### src/rtl/fetch_pc_unit_pkg.sv
// Shared opcode, state and sizing definitions for the fetch/PC stage.
// Optional CYCLE_COUNT_EN build adds a RUN-cycle counter in the top.
package fetch_pc_unit_pkg;

    localparam int PC_W_DEF = 10;

    localparam logic [2:0] OP_STP  = 3'b000;
    localparam logic [2:0] OP_SHF  = 3'b001;
    localparam logic [2:0] OP_BNEG = 3'b010;
    localparam logic [2:0] OP_NOR  = 3'b011;
    localparam logic [2:0] OP_ADD  = 3'b100;
    localparam logic [2:0] OP_ADDI = 3'b101;
    localparam logic [2:0] OP_ST   = 3'b110;
    localparam logic [2:0] OP_LD   = 3'b111;

    typedef enum logic [1:0] {
        IDLE,
        RUN,
        DONE
    } fetch_state_t;

endpackage

### src/rtl/fetch_pc_unit_if.sv
// Harness/ROM/ALU side bundle of the fetch stage.
// master = harness side, slave = fetch_pc_unit.
interface fetch_pc_unit_if
    import fetch_pc_unit_pkg::*;
#(
    parameter int PC_W = PC_W_DEF
);
    logic            Req;
    logic [8:0]      Instr;
    logic            Zero;
    logic            Stall;
    logic [PC_W-1:0] PC;
    logic            Running;
    logic            Ack;
    logic [15:0]     Cycle_cnt;

    modport master (
        output Req, Instr, Zero, Stall,
        input  PC, Running, Ack, Cycle_cnt
    );

    modport slave (
        input  Req, Instr, Zero, Stall,
        output PC, Running, Ack, Cycle_cnt
    );
endinterface

### src/rtl/fetch_pc_unit_branch_lut.sv
// Absolute branch-target table for bneg; regenerated per program.
// Unlisted indices resolve to address 0.
module fetch_pc_unit_branch_lut
    import fetch_pc_unit_pkg::*;
#(
    parameter int PC_W      = PC_W_DEF,
    parameter int LUT_IDX_W = 5
) (
    input  logic [LUT_IDX_W-1:0] idx,
    output logic [PC_W-1:0]      target
);
    always_comb begin
        target = '0;
        case (int'(idx))
            1:       target = PC_W'(12);
            3:       target = PC_W'(40);
            4:       target = PC_W'(5);
            7:       target = PC_W'(100);
            default: target = '0;
        endcase
    end
endmodule

### src/rtl/fetch_pc_unit.sv
// Fetch/PC stage: PC sequencing, bneg resolution, stp halt, Req/Ack.
// Define CYCLE_COUNT_EN to build the saturating RUN-cycle counter.
module fetch_pc_unit
    import fetch_pc_unit_pkg::*;
#(
    parameter int              PC_W       = PC_W_DEF,
    parameter logic [PC_W-1:0] START_ADDR = '0,
    parameter int              LUT_IDX_W  = 5
) (
    input  logic          CLK,
    input  logic          Reset,
    fetch_pc_unit_if.slave bus
);
    fetch_state_t    state;
    logic [PC_W-1:0] pc;
    logic [PC_W-1:0] lut_target;
    logic            running;
    logic            ack;
    logic [2:0]      opcode;
    logic            is_stp;
    logic            take_branch;

    assign opcode      = bus.Instr[8:6];
    assign is_stp      = (opcode == OP_STP);
    assign take_branch = (opcode == OP_BNEG) && bus.Zero;

    fetch_pc_unit_branch_lut #(
        .PC_W      (PC_W),
        .LUT_IDX_W (LUT_IDX_W)
    ) u_lut (
        .idx    (bus.Instr[LUT_IDX_W-1:0]),
        .target (lut_target)
    );

    always_ff @(posedge CLK) begin
        if (Reset) begin
            state   <= IDLE;
            pc      <= '0;
            running <= 1'b0;
            ack     <= 1'b0;
        end else begin
            unique case (state)
                IDLE: begin
                    if (bus.Req) begin
                        state   <= RUN;
                        pc      <= START_ADDR;
                        running <= 1'b1;
                    end
                end
                RUN: begin
                    // Stall freezes everything, including halt/branch decode
                    if (!bus.Stall) begin
                        unique case (1'b1)
                            is_stp: begin
                                state   <= DONE;
                                running <= 1'b0;
                                ack     <= 1'b1;
                            end
                            take_branch: pc <= lut_target;
                            default:     pc <= pc + 1'b1;
                        endcase
                    end
                end
                DONE: begin
                    if (bus.Req) begin
                        state   <= RUN;
                        pc      <= START_ADDR;
                        running <= 1'b1;
                        ack     <= 1'b0;
                    end
                end
                default: begin
                    state   <= IDLE;
                    running <= 1'b0;
                    ack     <= 1'b0;
                end
            endcase
        end
    end

`ifdef CYCLE_COUNT_EN
    logic [15:0] cycle_cnt;

    always_ff @(posedge CLK) begin
        if (Reset) begin
            cycle_cnt <= '0;
        end else if ((state == IDLE || state == DONE) && bus.Req) begin
            cycle_cnt <= '0;
        end else if (state == RUN && cycle_cnt != 16'hFFFF) begin
            cycle_cnt <= cycle_cnt + 16'd1;
        end
    end

    assign bus.Cycle_cnt = cycle_cnt;
`else
    assign bus.Cycle_cnt = '0;
`endif

    assign bus.PC      = pc;
    assign bus.Running = running;
    assign bus.Ack     = ack;
endmodule
### src/flat_wrapper.sv
// flat-port wrapper written by rule: the top's interface ports become plain ports
module fetch_pc_unit_flat import fetch_pc_unit_pkg::*;
#(
    parameter int              PC_W       = PC_W_DEF,
    parameter logic [PC_W-1:0] START_ADDR = '0,
    parameter int              LUT_IDX_W  = 5
)
  (CLK, Reset, bus_Req, bus_Instr, bus_Zero, bus_Stall, bus_PC, bus_Running, bus_Ack, bus_Cycle_cnt);
  fetch_pc_unit_if #(.PC_W(PC_W)) bus_i ();
  input  logic CLK;
  input  logic Reset;
  input wire logic [$bits(bus_i.Req)-1:0] bus_Req;
  input wire logic [$bits(bus_i.Instr)-1:0] bus_Instr;
  input wire logic [$bits(bus_i.Zero)-1:0] bus_Zero;
  input wire logic [$bits(bus_i.Stall)-1:0] bus_Stall;
  output wire logic [$bits(bus_i.PC)-1:0] bus_PC;
  output wire logic [$bits(bus_i.Running)-1:0] bus_Running;
  output wire logic [$bits(bus_i.Ack)-1:0] bus_Ack;
  output wire logic [$bits(bus_i.Cycle_cnt)-1:0] bus_Cycle_cnt;
  assign bus_i.Req = bus_Req;
  assign bus_i.Instr = bus_Instr;
  assign bus_i.Zero = bus_Zero;
  assign bus_i.Stall = bus_Stall;
  assign bus_PC = bus_i.PC;
  assign bus_Running = bus_i.Running;
  assign bus_Ack = bus_i.Ack;
  assign bus_Cycle_cnt = bus_i.Cycle_cnt;
  fetch_pc_unit #(.PC_W(PC_W), .START_ADDR(START_ADDR), .LUT_IDX_W(LUT_IDX_W)) u_core (.CLK(CLK), .Reset(Reset), .bus(bus_i));
endmodule
### config.mk
export PLATFORM = sky130hd
export DESIGN_NAME = fetch_pc_unit_flat
export DESIGN_NICKNAME = d
export VERILOG_FILES = /design/src/rtl/fetch_pc_unit_pkg.sv /design/src/rtl/fetch_pc_unit_if.sv /design/src/rtl/fetch_pc_unit_branch_lut.sv /design/src/rtl/fetch_pc_unit.sv /design/src/flat_wrapper.sv
export SDC_FILE = /design/constraint.sdc
export NUM_CORES = 1
export LEC_CHECK = 0
export BUFFER_PORTS_ARGS = -buffer_cell sky130_fd_sc_hd__buf_2
export CORE_MARGIN = 2
export CORE_UTILIZATION = 50
export DETAILED_ROUTE_END_ITERATION = 8
export PLACE_DENSITY = 0.89
export SLEW_MARGIN = 15
export SYNTH_ARGS = -nofsm -noshare
export SYNTH_HDL_FRONTEND = slang
export SYNTH_SLANG_ARGS = --single-unit
### constraint.sdc
create_clock -name CLK -period 3.45 [get_ports CLK]
set_input_delay 0.1725 -clock CLK [delete_from_list [all_inputs] [get_ports CLK]]
set_output_delay 0.1725 -clock CLK [all_outputs]
set_load 0.03 [all_outputs]
Word-level counts from Yosys, hierarchy flattened
Index checks and enable logic that the tools add are counted.

Word-level logic and storage cells: 43. Output and inout bits: 28. Input bits: 14. Bits in registers: 14.

Eq/ne operators: 12. Bitwise operators: 1. Add/sub/neg operators: 1. Reductions and logical operators: 8. Muxes and demuxes: 17.

Operators by type and width (number): $pmux 10 s2 (2); $pmux 7 s4 (1); $mux 10 (2); $add 10x1->10 const B (1); $eq 5x3->1 const B (2); $reduce_and 4->1 (2); $mux 1 (6); $mux 2 (3); $ne 2x2->1 const B (3); $eq 5x1->1 const B (1); $eq 5x2->1 const B (1); $ne 2x1->1 const B (2); $pmux 2 s2 (1); $eq 3x2->1 const B (1); $logic_not 3->1 (1); $pmux 1 s3 (1); $reduce_and 3->1 (1); $eq 2x1->1 const B (1); $eq 2x2->1 const B (1); $logic_not 2->1 (1); $pmux 1 s2 (1); $reduce_bool 2->1 (1); $reduce_or 2->1 (1); $logic_and 1x1->1 (1); $not 1->1 (1).

Longest topological paths before layout
Word-level depth: 5. Mapped depth: 6. Gate-level depth less buffers: 5.

Modules after synthesis
Synthesis repeated with hierarchy kept, for this count alone.

Cell total of the unflattened synthesis: 142. Area total of the unflattened synthesis: 1082.3 sq um.

Modules (own cells, without submodules): fetch_pc_unit (instances 1, sequential area each 280.3 sq um, area an instance 972.2 sq um, cells each 127); fetch_pc_unit_branch_lut (instances 1, sequential area each 0.0 sq um, area an instance 110.1 sq um, cells each 15).

Least setup slack after synthesis
No wires, ideal clock.

Kind: flip-flop to flip-flop. From: register u_core.pc[0] (netlist: u_core.bus.PC[0]). To: register u_core.pc[8] (netlist: u_core.bus.PC[8]). Cell stages (with the launch flop): 6. Data required time: 3.380 ns. Path slack: 1.739 ns. Period minus slack after synthesis: 1.711 ns. Library setup time: 0.070 ns. Buffers on the path: 0. Arrival: 1.642 ns. Cell sequence: dfxtp_1 ha_1 and4_1 nand3_1 or4_1 a21oi_1.

Word-level cells in the longest chain between the ends: 4.

Ends and longest elaborated chain: start, declared (RTL line fetch_pc_unit.sv:15) `logic [PC_W-1:0] pc;`; start signal, assigned (RTL line fetch_pc_unit.sv:59) `take_branch: pc <= lut_target;`; start signal, assigned (RTL line fetch_pc_unit.sv:60) `default: pc <= pc + 1'b1;`; $add 10x1->10 (RTL line fetch_pc_unit.sv:60); $pmux 10 s2 (RTL line fetch_pc_unit.sv:53) `unique case (1'b1)`; $mux 10 (RTL line fetch_pc_unit.sv:52) `if (!bus.Stall) begin`; $pmux 10 s2 (RTL line fetch_pc_unit.sv:42) `unique case (state)`.

No other way between the ends. The select of a mux whose other input is x is not followed. A chain may end at the register's enable or synchronous reset.

Worst setup path after layout
From: register u_core.state[0]. To: register u_core.pc[9] (netlist: u_core.bus.PC[9]).

Word-level cells in the longest chain between the ends: 4. Elaborated cells on any way between the ends: 10. Those cells by class: eq/ne (5); mux (1); reduce/logical (4).

Ends and longest elaborated chain: start, declared (RTL line fetch_pc_unit.sv:14) `fetch_state_t state;`; start signal, assigned (RTL line fetch_pc_unit.sv:37) `state <= IDLE;`; start signal, assigned (RTL line fetch_pc_unit.sv:45) `state <= RUN;`; start signal, assigned (RTL line fetch_pc_unit.sv:55) `state <= DONE;`; $eq 2x2->1 / $logic_not 2->1 (equally long branches) (RTL line fetch_pc_unit.sv:42); $reduce_or 2->1 (no source line); $ne 2x1->1 (no source line) / $reduce_bool 2->1 (equally long branches); $reduce_and 4->1 (no source line).

Parallel ways exist; a longest one is shown, timed or not.

==> flow_summary_export.csv <==
group,metric,value,unit
floorplan,io_pins,42,
clock_network,cts_sinks,14,
clock_network,cts_max_path_buffers,2,
yosys,synth_edf_count,0,
cells_and_area,diodes,0,
critical_path,worstPathArrival,1960,ps
cells_and_area,fin_util,0.5592,
critical_path,path_max_fanout,15,
global_route,grt_max_degree,16,
placed_design,dpl.hpwl,1520,microns
global_route,grt_first_pass_wirelength,3063,microns
critical_path,crit_chain,"nor3b_4 -> a21oi_2 -> or4_4 -> a21oi_2",
sta,final-hold-violation-count,0,
critical_path,cp_data_required_time,3670,ps
critical_path,cpMostUsedCell,"a21oi_2",
clock_network,cts_setup_buffers,0,
placed_design,place_ws,1523,ps
sta,worst_slew_pin_slew,1064,ps
sta,min_period,1740,ps
floorplan,start_util,0.5176,
critical_path,critPathTopFamily,"simple AND/OR/NAND/NOR gates",
global_route,overflow,0,
critical_path,crit_path_max_incr_delay,560,ps
route,vias_per_cell,5.491,
cells_and_area,multi_input_area,610.6,sq um
critical_path,timing_worst_setup_path_type,"reg2reg",
yosys,ys_types,41,
cells_and_area,regArea,280.3,sq um
critical_path,rr_endpoint,"u_core.bus.PC[9]",
critical_path,cp-end-kind,"flip-flop",
clock_network,clkTransAtPathRegs,80,ps
yosys,synth-async-reset-ratio,0,
global_route,antenna_found_initial,0,
route,drc,0,
route,vias,939,
run,cap_viol_max_count,0,
sta,relSlewSlack,0.2808,
cells_and_area,drive_gt1_frac,0.2222,
floorplan,die-area,0.002362,sq mm
route,ant_nets,0,
yosys,postSynthAreaPerCell,8.022,sq um
cells_and_area,final_common_cell,"buf_2",
sta,maxSlewViolCount,0,
hold_path,hold-path-endpoint,"u_core.state[1]",
placed_design,gp_congestion,0.7516,
clock_network,clock_tree.root_cell,"clkbuf_4",
critical_path,crit_slowest_cell,"or4_4",
cells_and_area,n_fill_cell,197,
clock_network,cts_buffers,3,
yosys,netlist_instances,124,
cells_and_area,area_growth,8.050,%
sta,setup_ws,1710,ps
power_and_ir_drop,p_leak,0.0004349,uW
route,routedWlPerCell,11.47,microns
run_status,status,"finished clean",
floorplan,core,0.001922,sq mm
placed_design,io_buffers,24,
sta,setup_viol,0,
yosys,yosysWarnings,0,
critical_path,reg2reg_depth,4,
route,drtPass1Iterations,4,
hold_path,holdPathStages,4,
global_route,track_usage,0.1631,
hold_path,hold_path_class,"in2reg",
floorplan,rows,16,
floorplan,dieHeight,48.60,microns
sta,fin_setup_tns,0,ps
sta,fmax,574.8,MHz
sta,fin_skew,4.874,ps
sta,finalCritPeriodShare,0.5043,
critical_path,rrSetupSlack,1710,ps
yosys,synthesis.area,994.7,sq um
global_route,grt_pass1_vias,719,
clock_network,cts_resized,0,
cells_and_area,final_area,0.001075,sq mm
critical_path,critPathLaunch,"u_core.state[0]",
clock_network,hold_buffers,0,
placed_design,dpl_cell_area,0.001052,sq mm
route,drt_iter0_markers,18,
power_and_ir_drop,peakVddDrop,0.2007,mV
cells_and_area,final_cell_mix,"buf_2 (24), conb_1 (16), dfxtp_1 (14), a21oi_1 (9), nand3_1 (9)",
yosys,ys_ff_latch,14,
sta,hold-worst-slack,186.5,ps
critical_path,crit_buf_inv,0,
clock_network,cts_tree,"built",
power_and_ir_drop,power.density,315.5,mW/mm^2
route,drt_wl_total,1962,microns
yosys,ys_seq_area_frac,0.2818,
floorplan,dieWidth,48.60,microns
hold_path,hp-start,"bus_Req",
clock_network,htree_levels,1,
critical_path,reg2reg_from,"u_core.state[0]",
yosys,synth_flop_cell,"dfxtp_1",
clock_network,clkLatencyLatePin,280,ps
sta,rsz0062_at_grt,"false",
critical_path,start_kind,"flip-flop",
cells_and_area,nets,161,
## cells in the mapped netlist (2+ instances only)
master     instances  area share
nand3b_1           2       0.015
o31ai_1            5       0.038
nand4bb_1          2       0.023
nand2_1            7       0.026
clkbuf_1           2      0.0075
a21oi_2            2       0.018
a21o_1             3       0.023
inv_1              2      0.0075
o21ai_0            6       0.030
a21oi_1            9       0.045
nor2b_1            2       0.013
nor3_1             3       0.015
nor2_1             8       0.030
dfxtp_1           14        0.28
nand3_1            9       0.045
nor4_1             2       0.013
nand4_1            2       0.013
a31oi_1            2       0.013
or4_1              3       0.023
buf_4             18        0.14
## layout make-up
class	count	area share
multi-input cells	101	0.5681
repair buffers	24	0.1118
well taps	27	0.03143
flip-flops and latches	14	0.2608
inverters	2	0.006985
clock buffers	3	0.02095
## cells by family (layout without fill, tap and decap cells)
kind of cell               count (synthesis)  count (layout)  share of synthesized area
muxes                                      1               1                    0.01006
AOI/OAI and AO/OA                         33              33                     0.2176
adders and majority gates                  1               1                    0.01258
other                                      1              16                   0.003770
buffers and inverters                     24              29                     0.1610
DFF                                       14              14                     0.2818
and+or+nand+nor                           49              49                     0.3044
xor gates and xnor gates                   1               1                   0.008807
## where the power goes
| group | leakage [uW] | switching [uW] | internal [uW] | total (uW) |
|---|---|---|---|---|
| clock | 0.0000138 | 53.7 | 40.6 | 94.3 |
| sequential | 0.000113 | 4.68 | 165 | 170 |
| combinational | 0.000308 | 54.8 | 20.2 | 75.0 |
| total | 0.000435 | 113 | 226 | 339 |
## worst max path at each step
stage,to,slack [ps],cells past startpoint
final,u_core.bus.PC[9],1710,4
after global placement,u_core.bus.PC[6],1600,4
after floorplan,u_core.bus.PC[8],1740,5
after detailed placement,u_core.bus.PC[6],1520,4
after global routing,u_core.bus.PC[9],1640,4
after CTS,u_core.bus.PC[9],1730,4
## state kept, by name, indices dropped and copies added, names as in the netlist
register	count
u_core.bus.PC	10
u_core.bus.Ack	1
u_core.bus.Running	1
u_core.state	2
## through the flow
step	total power (uW)	std cells
6_report	339.0	171
5_1_grt	353.0	171
4_1_cts	339.5	171
3_5_place_dp	247.7	168
3_3_place_gp	245.8	168
2_1_floorplan	245.4	139
## layer usage
layer | up-vias | global-route usage | part of all wire
met3 | 3 | 0.02160 | 0.051
met4 | 0 | 0.1000 | 0.012
met5 | - | 0 | 0
met2 | 32 | 0.2626 | 0.49
li1 | 469 | - | -
met1 | 435 | 0.2062 | 0.45
## tightest hold or removal path: stages
cell and delay, ps:
buf_2 100, nor2_1 50, nand2_1 60, a21oi_1 50
Power figures use the tool's default switching activity.
